## src/rtl/ctrl_pkg.sv

```systemverilog
// Shared control-bundle definitions for the ID-stage control unit and its pipeline consumer.
// Bundle widths, field bit positions, ALUOp encodings and unpack helpers.
package ctrl_pkg;

   localparam int WB_W  = 2;
   localparam int MEM_W = 3;
   localparam int EX_W  = 4;

   localparam int WB_REGWRITE  = 1;
   localparam int WB_MEMTOREG  = 0;

   localparam int MEM_MEMREAD  = 2;
   localparam int MEM_MEMWRITE = 1;
   localparam int MEM_BRANCH   = 0;

   localparam int EX_REGDST    = 3;
   localparam int EX_ALUOP_HI  = 2;
   localparam int EX_ALUOP_LO  = 1;
   localparam int EX_ALUSRC    = 0;

   typedef enum logic [1:0] {
      ALU_ADD   = 2'b00,
      ALU_SUB   = 2'b01,
      ALU_FUNCT = 2'b10
   } alu_op_e;

   typedef struct packed {
      logic reg_write;
      logic mem_to_reg;
   } wb_ctrl_t;

   typedef struct packed {
      logic mem_read;
      logic mem_write;
      logic branch;
   } mem_ctrl_t;

   typedef struct packed {
      logic    reg_dst;
      alu_op_e alu_op;
      logic    alu_src;
   } ex_ctrl_t;

   function automatic wb_ctrl_t unpack_wb(input logic [WB_W-1:0] b);
      wb_ctrl_t c;
      c.reg_write  = b[WB_REGWRITE];
      c.mem_to_reg = b[WB_MEMTOREG];
      return c;
   endfunction

   function automatic mem_ctrl_t unpack_mem(input logic [MEM_W-1:0] b);
      mem_ctrl_t c;
      c.mem_read  = b[MEM_MEMREAD];
      c.mem_write = b[MEM_MEMWRITE];
      c.branch    = b[MEM_BRANCH];
      return c;
   endfunction

   // Reserved ALUOp code 11 is carried bit-for-bit; decode downstream decides its meaning.
   function automatic ex_ctrl_t unpack_ex(input logic [EX_W-1:0] b);
      ex_ctrl_t c;
      c.reg_dst = b[EX_REGDST];
      c.alu_op  = alu_op_e'(b[EX_ALUOP_HI:EX_ALUOP_LO]);
      c.alu_src = b[EX_ALUSRC];
      return c;
   endfunction

endpackage

```

## src/rtl/ctrl_stage_reg.sv

```systemverilog
// One pipeline boundary: a payload register plus valid bit.
// Reset and bubble both load an all-zero, invalid entry.
module ctrl_stage_reg #(
   parameter int W = 8
) (
   input  logic         clk,
   input  logic         rst,
   input  logic         bubble,
   input  logic         valid_d,
   input  logic [W-1:0] d,
   output logic         valid,
   output logic [W-1:0] q
);

   // NOTE: payload is cleared along with valid so a bubble drives no stale fields downstream.
   always_ff @(posedge clk) begin
      if (rst || bubble) begin
         valid <= 1'b0;
         q     <= '0;
      end else begin
         valid <= valid_d;
         q     <= d;
      end
   end

endmodule

```

## src/rtl/ctrl_pipe_stager.sv

```systemverilog
// Carries packed control bundles through ID/EX, EX/MEM and MEM/WB, unpacks them per stage,
// and produces the load-use stall and the MEM-stage branch resolution / flush.
module ctrl_pipe_stager
   import ctrl_pkg::*;
#(
   parameter int REG_W = 5
) (
   input  logic             clk,
   input  logic             rst,
   input  logic             id_valid,
   input  logic [WB_W-1:0]  id_wb,
   input  logic [MEM_W-1:0] id_mem,
   input  logic [EX_W-1:0]  id_ex,
   input  logic [REG_W-1:0] id_rs,
   input  logic [REG_W-1:0] id_rt,
   input  logic [REG_W-1:0] id_rd,
   input  logic             ex_zero,
   output logic             stall,
   output logic             flush,
   output logic             ex_reg_dst,
   output logic             ex_alu_src,
   output logic [1:0]       ex_alu_op,
   output logic             mem_read,
   output logic             mem_write,
   output logic             pc_src,
   output logic             wb_reg_write,
   output logic             wb_mem_to_reg,
   output logic [REG_W-1:0] wb_dest
);

   localparam int EX_PW  = WB_W + MEM_W + EX_W + 2 * REG_W;
   localparam int MEM_PW = WB_W + MEM_W + REG_W + 1;
   localparam int WB_PW  = WB_W + REG_W;

   logic              ex_valid;
   logic [EX_PW-1:0]  ex_q;
   logic [WB_W-1:0]   ex_wb_b;
   logic [MEM_W-1:0]  ex_mem_b;
   logic [EX_W-1:0]   ex_ex_b;
   logic [REG_W-1:0]  ex_rt;
   logic [REG_W-1:0]  ex_rd;
   logic [REG_W-1:0]  ex_dest;
   ex_ctrl_t          ex_c;

   logic              mem_valid;
   logic [MEM_PW-1:0] mem_q;
   logic [WB_W-1:0]   mem_wb_b;
   logic [MEM_W-1:0]  mem_mem_b;
   logic [REG_W-1:0]  mem_dest;
   logic              mem_zero;
   mem_ctrl_t         mem_c;

   logic              wb_valid;
   logic [WB_PW-1:0]  wb_q;
   logic [WB_W-1:0]   wb_wb_b;
   logic [REG_W-1:0]  wb_dest_q;
   wb_ctrl_t          wb_c;

   logic              hazard;
   logic              ex_bubble;
   logic              mem_bubble;
   logic              wb_bubble;

   assign {ex_wb_b, ex_mem_b, ex_ex_b, ex_rt, ex_rd} = ex_q;
   assign {mem_wb_b, mem_mem_b, mem_dest, mem_zero}  = mem_q;
   assign {wb_wb_b, wb_dest_q}                       = wb_q;

   assign ex_c  = unpack_ex(ex_ex_b);
   assign mem_c = unpack_mem(mem_mem_b);
   assign wb_c  = unpack_wb(wb_wb_b);

   assign ex_dest = ex_c.reg_dst ? ex_rd : ex_rt;

   // Branch resolves from MEM registers only, so flush never depends on ID-side inputs.
   assign pc_src = mem_valid & mem_c.branch & mem_zero;
   assign flush  = pc_src;

   assign hazard = ex_valid & ex_mem_b[MEM_MEMREAD] & id_valid & (ex_rt != '0) &
                   ((ex_rt == id_rs) | (ex_rt == id_rt));
   // A taken branch kills the load anyway, so the dependent needs no stall.
   assign stall  = hazard & ~pc_src;

   assign ex_bubble  = pc_src | stall | ~id_valid;
   assign mem_bubble = pc_src | ~ex_valid;
   assign wb_bubble  = ~mem_valid;

   ctrl_stage_reg #(.W(EX_PW)) u_ex_reg (
      .clk     (clk),
      .rst     (rst),
      .bubble  (ex_bubble),
      .valid_d (id_valid),
      .d       ({id_wb, id_mem, id_ex, id_rt, id_rd}),
      .valid   (ex_valid),
      .q       (ex_q)
   );

   ctrl_stage_reg #(.W(MEM_PW)) u_mem_reg (
      .clk     (clk),
      .rst     (rst),
      .bubble  (mem_bubble),
      .valid_d (ex_valid),
      .d       ({ex_wb_b, ex_mem_b, ex_dest, ex_zero}),
      .valid   (mem_valid),
      .q       (mem_q)
   );

   // On a flush WB still takes the branch itself; its RegWrite is 0 so it retires harmlessly.
   ctrl_stage_reg #(.W(WB_PW)) u_wb_reg (
      .clk     (clk),
      .rst     (rst),
      .bubble  (wb_bubble),
      .valid_d (mem_valid),
      .d       ({mem_wb_b, mem_dest}),
      .valid   (wb_valid),
      .q       (wb_q)
   );

   assign ex_reg_dst    = ex_valid & ex_c.reg_dst;
   assign ex_alu_src    = ex_valid & ex_c.alu_src;
   assign ex_alu_op     = {2{ex_valid}} & ex_c.alu_op;

   assign mem_read      = mem_valid & mem_c.mem_read;
   assign mem_write     = mem_valid & mem_c.mem_write;

   assign wb_reg_write  = wb_valid & wb_c.reg_write;
   assign wb_mem_to_reg = wb_valid & wb_c.mem_to_reg;
   assign wb_dest       = {REG_W{wb_valid}} & wb_dest_q;

   // Conflicting encodings are passed through; this only flags them in simulation.
   rw_conflict_a: assert property (@(posedge clk) disable iff (rst)
      ex_valid |-> !(ex_mem_b[MEM_MEMREAD] && ex_mem_b[MEM_MEMWRITE]))
      else $warning("ctrl_pipe_stager: MemRead and MemWrite both set in EX");

endmodule

```

## config.mk

```make
export PLATFORM = sky130hd
export DESIGN_NAME = ctrl_pipe_stager
export DESIGN_NICKNAME = d
export VERILOG_FILES = /design/src/rtl/ctrl_pkg.sv /design/src/rtl/ctrl_stage_reg.sv /design/src/rtl/ctrl_pipe_stager.sv
export SDC_FILE = /design/constraint.sdc
export NUM_CORES = 1
export LEC_CHECK = 0
export CAP_MARGIN = 20
export CORE_MARGIN = 3
export CORE_UTILIZATION = 49
export DETAILED_ROUTE_END_ITERATION = 7
export PLACE_DENSITY = 0.88
export REMOVE_ABC_BUFFERS = 1
export SYNTH_ARGS = -nofsm -noshare
export SYNTH_HDL_FRONTEND = slang
export SYNTH_SLANG_ARGS = --single-unit
```

## constraint.sdc

```tcl
create_clock -name clk -period 4.5 [get_ports clk]
set_clock_uncertainty 0.2 [all_clocks]
set_input_delay 0.9 -clock clk [delete_from_list [all_inputs] [get_ports clk]]
set_output_delay 0.9 -clock clk [all_outputs]
set_load 0.02 [all_outputs]
```

* After elaboration in Yosys (flattened, before gate mapping)
Cells that the tools add are included.
** Operators by class
- Equality and inequality tests :: 2
- Multiplexer cells :: 1
- Bitwise operators :: 23
- Reductions and logical operators :: 4
** Operators by type and width (count)
- AND 1 bit :: 13
- == test 5 bit :: 2
- AND 5 bit :: 1
- two-way mux 5 bit :: 1
- nonzero test 5 bit :: 1
- inverter 1 bit :: 4
- OR 1 bit :: 4
- logical OR 1 bit :: 3
- AND 2 bit :: 1
** Storage, ports and cells
- Bits in registers :: 40
- Bits of input ports :: 28
- Output and inout port bits :: 16
- Word-level logic and storage cells :: 36

* Longest topological paths before layout
Gate-level depths: netlist of run 1.
- Word-level depth :: 8
- Depth in mapped cells :: 5
- Mapped depth without buffers :: 4

* Hierarchy
From an unflattened synthesis of run 1, not the netlist that was laid out.
** Second synthesis, totals
- Cell total of the unflattened synthesis :: 130
- Area total of the unflattened synthesis :: 1699.1 um^2
** Modules (own cells, without submodules)
- ctrl_stage_reg (u_ex_reg) :: instances 1, cells an instance 44, area each 700.7 um^2, seq. area each 400.4 um^2
- ctrl_stage_reg (u_mem_reg) :: instances 1, cells an instance 26, area each 402.9 um^2, seq. area each 240.2 um^2
- ctrl_pipe_stager :: instances 1, cells an instance 42, area each 312.8 um^2, seq. area each 0.0 um^2
- ctrl_stage_reg (u_wb_reg) :: instances 1, cells an instance 18, area each 282.8 um^2, seq. area each 160.2 um^2

* Worst setup path before layout of run 1
Ideal clock, no wire load.
- Path kind :: input to output
- From :: in id_rs[4]
- To :: out stall
- Arrival :: 1.606 ns
- Required time :: 3.400 ns
- Setup slack :: 1.794 ns
- Stages on the path :: 4
- Path through :: xnor2_1 nand3_1 o22ai_2 and3b_2
** On the way
- Longest elaborated chain between the ends :: 4
** RTL lines
- from (decl) :: line ctrl_pipe_stager.sv:14 : input logic [REG_W-1:0] id_rs,
- == test 5 bit :: line ctrl_pipe_stager.sv:79 : ((ex_rt == id_rs) | (ex_rt == id_rt));
- OR 1 bit :: line ctrl_pipe_stager.sv:79
- AND 1 bit :: line ctrl_pipe_stager.sv:78 : assign hazard = ex_valid & ex_mem_b[MEM_MEMREAD] & id_valid & (ex_rt != '0) &
- AND 1 bit :: line ctrl_pipe_stager.sv:81 : assign stall = hazard & ~pc_src;
- to (decl) :: line ctrl_pipe_stager.sv:18 : output logic stall,
No other way between the ends.

* Final worst setup path of run 1
- From :: in id_rs[0]
- To :: out stall
The elaborated chain is that of the path after synthesis.

==> run metrics, run 1 <==
Flop pwr share 59.6%; Yosys top cell area share 53.5%; XOR/XNOR Fraction of Synth Area 5.85%; CP max FO 2; CP Depth 6; crit share post-route 83.1%; Post-Syn Area 1500 um^2; worst r2r src u_mem_reg.valid$_SDFF_PP0_; Clock Power Share 30.4%; CTS max path bufs 2; Cells after Synth 152; Final Hold Violating Endpoints 0; Core Area 2830 um^2; hold slack 0.232 ns; Max VDD drop 0.000242 V; sw power 0.144 mW; design area 1980 um^2; DRT iter0 DRCs 35; mux cell area share after synthesis 3.34%; WL final 2.87 mm; compound-gate portion of the synthesized area 8.86%; Initial Util 52.9%; sw frac 23.2%; RR Endpoint u_mem_reg.q[4]$_SDFF_PP0_; register area share after synthesis 53.5%; fin util 70.1%; HPWL after DPL 2.10 mm; largest net degree at the start of global routing 28; Post-Synth Adder-Cell Area 0%; # Max-Cap Violations 0; launch point of the worst path id_rs[0]; Critical Path Source Type primary input; arrival time worst endpoint 2.64 ns; CP top delay family buffers and inverters; antenna cell count 0; nets 222; Post-CTS Setup Inserts 0; Yosys cell types 21; FMAX 0.267 GHz; synth warn 0; Critical Path Slowest Stage Cell clkdlybuf4s50_1; Synth Area in Simple Gates 23.7%; Final TNS setup 0 ns; post-route insts no fill 226; worst setup path class in2out; root buf cell clkbuf_4; DR pass1 iterations 4; leak pwr 0.766 nW; Area contributors post-synth dfxtp_1 (54%), and2_1 (8.4%), nand3_1 (7.4%); P_int 0.476 mW; Vias/cell 5.16; Area after DPL 1920 um^2; Layout area overhead 32.5%; clock sinks 40; Slew Limit Fails 0; final number of setup-violating endpoints 0; Worst Path Required 3.40 ns; Worst Hold Class reg2reg; Routed Antenna Nets 0; first-pass GRT wire length 4.77 mm; cts-stage hold buffer count 0; RSZ-0062 raised after global routing no; Die X-Extent 61.3 um; number of port buffers 43; critical-path cell list clkdlybuf4s50_1 -> xnor2_1 -> nand3_1 -> o22ai_2 -> and3b_2 -> clkdlybuf4s50_1; clk_lat worst skew 0.35 ns; Post-Syn Area per Cell 9.84 um^2; GRT Residual Overflow 0; Post-Place Cells 218; r2r setup slk 2.86 ns; layout cell share with drive strength beyond 1 9.23%; die boundary height 61.3 um; Rows 19; clk slew on worst S/H paths 0.11 ns; post-cts gate resize count 0; final worst path period need 3.74 ns; #FFs+latches synth 40; Setup crit end kind primary output; status finished clean; DR DRC count 0; CTS H-Tree Depth 2; vias in the first global route 1,131; main combinational cell family by area after synthesis simple AND/OR/NAND/NOR gates; total CTS buffers 5; Tot Pwr 0.620 mW; CP bufs+invs 2; GRT Overall Usage 17.6%; Largest stage delay, worst path 0.60 ns; PnR worst setup slack 0.760 ns; Slew @ Worst Pin 0.540 ns; initial antenna violation count 0; Synth area leader dfxtp_1; Reg2Reg Depth 4; TritonCTS clock tree yes; Setup WS pre-CTS 0.746 ns; PwrDens 312 nW/um^2; CP dominant cell by count clkdlybuf4s50_1; Gate power share 10.0%; DR WL/cell 12.7 um; die area 3750 um^2; Worst setup endpoint stall; IO Count 44; routability cong. 0.754; Rel. slew slack 63.9%; via count 1,166
==> routing by layer <==
metal	routed length (um)	track usage (%)
met1	1180	18.7
met2	1430	30.8
met3	172	5.03
met4	84	10.5
met5	0	0
==> power by group through the flow <==
stage / logic [mW] / registers (mW) / clock network (mW)
6_report: 0.0617 / 0.369 / 0.188
3_3_place_gp: 0.0597 / 0.377 / 0
2_1_floorplan: 0.0267 / 0.376 / 0
3_5_place_dp: 0.0618 / 0.378 / 0
4_1_cts: 0.0620 / 0.370 / 0.195
5_1_grt: 0.0680 / 0.371 / 0.204
==> worst min-delay path by stage <==
stage,start,endpoint,slack [ns],depth (start not counted)
floorplan,u_mem_reg.q[1]$_SDFF_PP0_,u_wb_reg.q[0]$_SDFF_PP0_,0.21,1
global placement,u_mem_reg.q[10]$_SDFF_PP0_,u_wb_reg.q[6]$_SDFF_PP0_,0.21,1
detailed placement,u_mem_reg.q[2]$_SDFF_PP0_,u_wb_reg.q[1]$_SDFF_PP0_,0.21,1
CTS,u_mem_reg.q[2]$_SDFF_PP0_,u_wb_reg.q[1]$_SDFF_PP0_,0.23,1
global route,u_mem_reg.q[2]$_SDFF_PP0_,u_wb_reg.q[1]$_SDFF_PP0_,0.24,1
finish,u_mem_reg.q[2]$_SDFF_PP0_,u_wb_reg.q[1]$_SDFF_PP0_,0.23,1
==> registers in the layout, indices dropped and copies added (netlist names) <==
signal           cells
u_wb_reg.q           7
u_mem_reg.valid      1
u_wb_reg.valid       1
u_ex_reg.valid       1
u_mem_reg.q         11
u_ex_reg.q          19
==> layout make-up <==
cell class,count,area [um^2]
clock buffer,7,55.1
clock inverter,1,7.51
fill,216,846
inverter,1,3.75
multi-input combinational,100,624
sequential,40,801
tap,31,38.8
timing repair buffer,46,453
==> worst register-to-register path: stages (launching register included) <==
cell and delay [ns]:
dfxtp_1 0.35, and3_4 0.20, nor2_4 0.42, nand2_1 0.26, nor2_1 0.15
==> synth_stat cells, drive strengths merged <==
| cell type | number |
|---|---|
| nor3 | 1 |
| nand2 | 4 |
| dfxtp | 40 |
| and2 | 20 |
| nor2b | 1 |
| nand3 | 22 |
| a21oi | 21 |
| nor2 | 7 |
| mux2i | 5 |
| buf | 9 |
| o22ai | 1 |
| and3 | 7 |
| xnor2 | 10 |
| clkbuf | 2 |
| and3b | 1 |
| inv | 1 |
==> cells in the final DEF, fill, tap and decap left out, types with 5 or more instances in the layout <==
cell type,count
a21oi_1,17
and2_1,20
and3_1,6
clkbuf_4,5
clkdlybuf4s50_1,43
dfxtp_1,40
mux2i_1,5
nand3_1,22
nor2_1,6
xnor2_1,10
==> cells by family after synthesis <==
family / after synthesis
DFF: 40
xor gates and xnor gates: 10
buffers and inverters: 12
AOI/OAI and AO/OA: 22
muxes: 5
and+or+nand+nor: 63
Power figures use the tool's default switching activity.
==> run 2: changes to the inputs <==
- CORE_UTILIZATION: 49 -> 41
- PLACE_DENSITY: 0.88 -> 0.8
- clock period: 4.5 -> 3.08 ns (I/O delays scaled with it)
==> run 2 against run 1 <==
Cell area increased by 0.82%. Combinational power increased by 46%. Worst hold slack improved by 0.0038 ns. Worst setup slack got worse by 0.55 ns. Non-clock buffer count unchanged. Clock-buffer cell count decreased by 1. Sequential power increased by 46%. First-iteration DRC count decreased by 43%. Highest routed layer is now met3.
==> run metrics, run 2 (synthesis gave the netlist of run 1 again) <==
clk slew on worst S/H paths 0.11 ns; HPWL after DPL 2.06 mm; critical-path cell list clkdlybuf4s50_1 -> xnor2_1 -> nand3_1 -> o22ai_2 -> and3b_2 -> dlygate4sd2_1; Flop pwr share 60.0%; TritonCTS clock tree yes; CTS H-Tree Depth 2; Top Registers u_ex_reg.q: 19 flops, u_mem_reg.q: 11 flops, u_wb_reg.q: 7 flops; CP bufs+invs 2; leak pwr 0.777 nW; Slew @ Worst Pin 0.555 ns; routability cong. 0.766; layout cell share with drive strength beyond 1 9.74%; status finished clean; Die X-Extent 66.4 um; sw power 0.207 mW; Area after DPL 1940 um^2; hold slack 0.236 ns; clock sinks 40; P_int 0.693 mW; CP Depth 6; PwrDens 450 nW/um^2; Setup crit end kind primary output; DR pass1 iterations 4; Layout area overhead 33.6%; initial antenna violation count 0; final number of setup-violating endpoints 0; Fill cells 306; commonest non-fill, non-tap cells in the layout clkdlybuf4s50_1 (42), dfxtp_1 (40), nand3_1 (22), and2_1 (20), a21oi_1 (17); Core Area 3420 um^2; antenna cell count 0; DR DRC count 0; Max VDD drop 0.000278 V; Largest stage delay, worst path 0.47 ns; IO Count 44; crit share post-route 93.2%; WL final 2.85 mm; Setup WS pre-CTS -0.0822 ns; Critical Path Slowest Stage Cell clkdlybuf4s50_1; largest net degree at the start of global routing 28; max reg flops 19; design area 2000 um^2; sw frac 23.0%; GRT Overall Usage 13.8%; vias in the first global route 1,041; Final Hold Violating Endpoints 0; die area 4410 um^2; Critical Path Source Type primary input; Worst Path Required 2.26 ns; commonest non-fill, non-tap cell in the layout clkdlybuf4s50_1; Gate power share 10.0%; r2r setup slk 1.43 ns; Clock Power Share 30.0%; worst setup path class in2out; CTS max path bufs 2; launch point of the worst path id_rs[4]; Rows 21; Initial Util 43.8%; CP top delay family buffers and inverters; # Max-Cap Violations 0; clk_lat worst skew 0.34 ns; Worst Hold Class reg2reg; final worst path period need 2.87 ns; arrival time worst endpoint 2.05 ns; first-pass GRT wire length 4.57 mm; Top reg by flops u_ex_reg.q; total CTS buffers 5; die boundary height 66.4 um; DR WL/cell 11.8 um; Routed Antenna Nets 0; Vias/cell 4.80; RR Endpoint u_mem_reg.q[3]$_SDFF_PP0_; RSZ-0062 raised after global routing no; worst r2r src u_mem_reg.valid$_SDFF_PP0_; Tot Pwr 0.900 mW; Worst setup endpoint stall; via count 1,157; number of port buffers 43; GRT Residual Overflow 0; root buf cell clkbuf_4; FMAX 0.348 GHz; cts-stage hold buffer count 0; Rel. slew slack 62.9%; PnR worst setup slack 0.209 ns; Reg2Reg Depth 4; CP max FO 2; Slew Limit Fails 0; DRT iter0 DRCs 20; nets 222
## run 2: cell count changes in the layout (fill, tap and decap cells not counted), sizes merged
cell,delta
clkinvlp,-1
clkbuf,-1
clkinv,+2
dlygate4sd2,+1
clkdlybuf4s50,-1
## run 2: worst min-delay path by stage
stage	depth (start not counted)	from	to	slack, ns
2_1_floorplan	1	u_mem_reg.q[1]$_SDFF_PP0_	u_wb_reg.q[0]$_SDFF_PP0_	0.21
3_3_place_gp	1	u_mem_reg.q[10]$_SDFF_PP0_	u_wb_reg.q[6]$_SDFF_PP0_	0.21
3_5_place_dp	1	u_mem_reg.q[10]$_SDFF_PP0_	u_wb_reg.q[6]$_SDFF_PP0_	0.21
4_1_cts	1	u_mem_reg.q[10]$_SDFF_PP0_	u_wb_reg.q[6]$_SDFF_PP0_	0.24
5_1_grt	1	u_mem_reg.q[3]$_SDFF_PP0_	u_wb_reg.q[2]$_SDFF_PP0_	0.25
6_report	1	u_mem_reg.q[10]$_SDFF_PP0_	u_wb_reg.q[6]$_SDFF_PP0_	0.24
## run 2: cell type report
class                      count  area [um^2]  area share, %
sequential                    40          801           40.1
multi-input combinational    100          624           31.2
timing repair buffer          46          452           22.6
tap                           46         57.6           2.88
clock buffer                   6         51.3           2.57
clock inverter                 2         10.0          0.501
inverter                       1         3.75          0.188
## run 2: stage by stage
| stage | utilization [%] | setup TNS [ns] | std cells |
|---|---|---|---|
| global route | 58.5 | 0 | 241 |
| CTS | 58.5 | 0 | 241 |
| floorplan | - | 0 | 141 |
| global placement | 56.8 | -0.0730 | 233 |
| detailed placement | 56.8 | -0.0822 | 233 |
| finish | 58.5 | 0 | 241 |
## run 2: routing by layer
metal  vias up  share of wire [%]  track usage [%]
li1        591                  -                -
met1       522                 40             14.3
met2        44                 52             25.3
met3         0                7.7             6.12
met4         0                  0             3.30
met5         -                  0                0
## run 2: worst reg2reg max path: cells and delay by family (launching register included)
family	cells	cell delay [ns]
flip-flops	1	0.35
AND/OR/NAND/NOR	4	1.04
## run 2: power by group through the flow
stage / clock network [mW] / logic (mW) / registers (mW)
after floorplan: 0 / 0.0389 / 0.549
after global placement: 0 / 0.0879 / 0.551
after detailed placement: 0 / 0.0903 / 0.552
after CTS: 0.274 / 0.0906 / 0.540
after global routing: 0.296 / 0.0978 / 0.542
final: 0.270 / 0.0902 / 0.540
## run 2: what timing repair did
action / 4_1_cts / 5_1_grt
endpoints found under the setup margin: 1 / 0
hold endpoints to repair: 0 / 0
gates resized for setup: 1 / 0
setup buffers: 0 / 0
==> run 3: changes to the inputs <==
- CORE_UTILIZATION: 41 -> 39
- PLACE_DENSITY: 0.8 -> 0.78
==> run 3 against run 2 <==
Clock-buffer cell count up 2. Non-clock buffer count up 1. Routed wire length unchanged. Critical endpoint unchanged. Highest routed layer is now met4.
==> run metrics, run 3 (synthesis gave the netlist of run 1 again) <==
status finished clean; sw power 0.207 mW; clk slew on worst S/H paths 0.06 ns; CP max FO 2; RSZ-0062 raised after global routing no; final worst path period need 2.87 ns; Final Hold Violating Endpoints 0; post-route insts no fill 242; DR WL/cell 11.8 um; Flop pwr share 55.3%; CTS max path bufs 2; # Max-Cap Violations 0; clock sinks 40; Die X-Extent 67.9 um; number of port buffers 43; arrival time worst endpoint 2.06 ns; sw frac 21.2%; Layout area overhead 36.0%; die boundary height 67.9 um; clk_lat worst skew 0.28 ns; layout cell share with drive strength beyond 1 9.18%; Rows 21; worst setup path class in2out; Core Area 3520 um^2; root buf cell clkbuf_8; max reg flops 19; DRT iter0 DRCs 32; DR DRC count 0; Vias/cell 4.90; FMAX 0.348 GHz; commonest non-fill, non-tap cell in the layout clkdlybuf4s50_1; Critical Path Slowest Stage Cell clkdlybuf4s50_1; Top Registers u_ex_reg.q: 19 flops, u_mem_reg.q: 11 flops, u_wb_reg.q: 7 flops; nets 223; Gate power share 9.6%; largest net degree at the start of global routing 28; commonest non-fill, non-tap cells in the layout clkdlybuf4s50_1 (42), dfxtp_1 (40), nand3_1 (22), and2_1 (20), a21oi_1 (17); WL final 2.85 mm; Largest stage delay, worst path 0.51 ns; Max VDD drop 0.000237 V; cts-stage hold buffer count 0; first-pass GRT wire length 4.75 mm; Post-CTS Setup Inserts 0; Hold Path Cell Cnt 1; initial antenna violation count 0; Routed Antenna Nets 0; antenna cell count 0; Critical Path Source Type primary input; P_int 0.767 mW; PwrDens 478 nW/um^2; leak pwr 0.790 nW; Setup WS pre-CTS -0.0740 ns; hold slack 0.224 ns; Top reg by flops u_ex_reg.q; r2r setup slk 1.46 ns; total CTS buffers 5; Reg2Reg Depth 5; vias in the first global route 1,097; routability cong. 0.773; final number of setup-violating endpoints 0; Slew Limit Fails 0; crit share post-route 93.3%; design area 2040 um^2; Post-Place Cells 234; hold_sp u_mem_reg.q[2]$_SDFF_PP0_; worst r2r src u_ex_reg.q[9]$_SDFF_PP0_; IO Count 44; Final TNS setup 0 ns; CTS H-Tree Depth 2; GRT Overall Usage 13.9%; Initial Util 42.5%; Clock Power Share 35.1%; PnR worst setup slack 0.207 ns; via count 1,185; GRT Residual Overflow 0; DR pass1 iterations 4; Hold EP u_wb_reg.q[1]$_SDFF_PP0_; Slew @ Worst Pin 0.550 ns; Rel. slew slack 63.2%; die area 4620 um^2; Area after DPL 1950 um^2; Setup crit end kind primary output; RR Endpoint u_ex_reg.q[0]$_SDFF_PP0_; Worst Hold Class reg2reg; TritonCTS clock tree yes; Worst Path Required 2.26 ns; critical-path cell list clkdlybuf4s50_1 -> xnor2_1 -> nand3_1 -> o22ai_2 -> and3b_2 -> dlygate4sd2_1
-- run 3: worst max-delay path by stage --
stage	from	to	cells after the start
final	id_rt[4]	stall	6
after floorplan	id_valid	stall	3
after CTS	id_rt[4]	stall	6
after global placement	id_rs[4]	stall	6
after detailed placement	id_rt[4]	stall	6
after global routing	id_rs[0]	stall	6
-- run 3: stage by stage --
step	utilization (%)	total power, mW
floorplan	-	0.588
global placement	55.3	0.641
detailed placement	55.3	0.644
CTS	57.8	0.983
global route	57.8	1.01
finish	57.8	0.974
-- run 3: layout make-up --
type                    instances  area, um^2
clock buffers                   8        90.1
flip-flops and latches         40         801
inverters                       1        3.75
fillers                       309        1490
multi-input cells             100         624
repair buffers                 47         459
well taps                      46        57.6
-- run 3: metal layers --
metal  track usage (%)  wire, um
met3              4.43       227
met4              7.69        36
met2              22.5      1420
met1              16.1      1170
met5                 0         0
-- run 3: power groups by stage --
stage / sequential (mW) / clock [mW] / combinational, mW
after floorplan: 0.549 / 0 / 0.0389
after global placement: 0.550 / 0 / 0.0906
after detailed placement: 0.551 / 0 / 0.0937
after CTS: 0.539 / 0.350 / 0.0942
after global routing: 0.540 / 0.371 / 0.102
final: 0.539 / 0.342 / 0.0936
-- run 3: what timing repair did --
action | CTS | global route
gates resized for setup | 1 | 0
endpoints found under the hold margin | 0 | 0
endpoints found under the setup margin | 1 | 0
-- run 3: worst max-delay path: cells and delay by family --
kind	cells	cell delay (ns)
xor gates and xnor gates	1	0.14
and+or+nand+nor	2	0.30
AOI/OAI and AO/OA	1	0.15
buffers and inverters	2	0.84
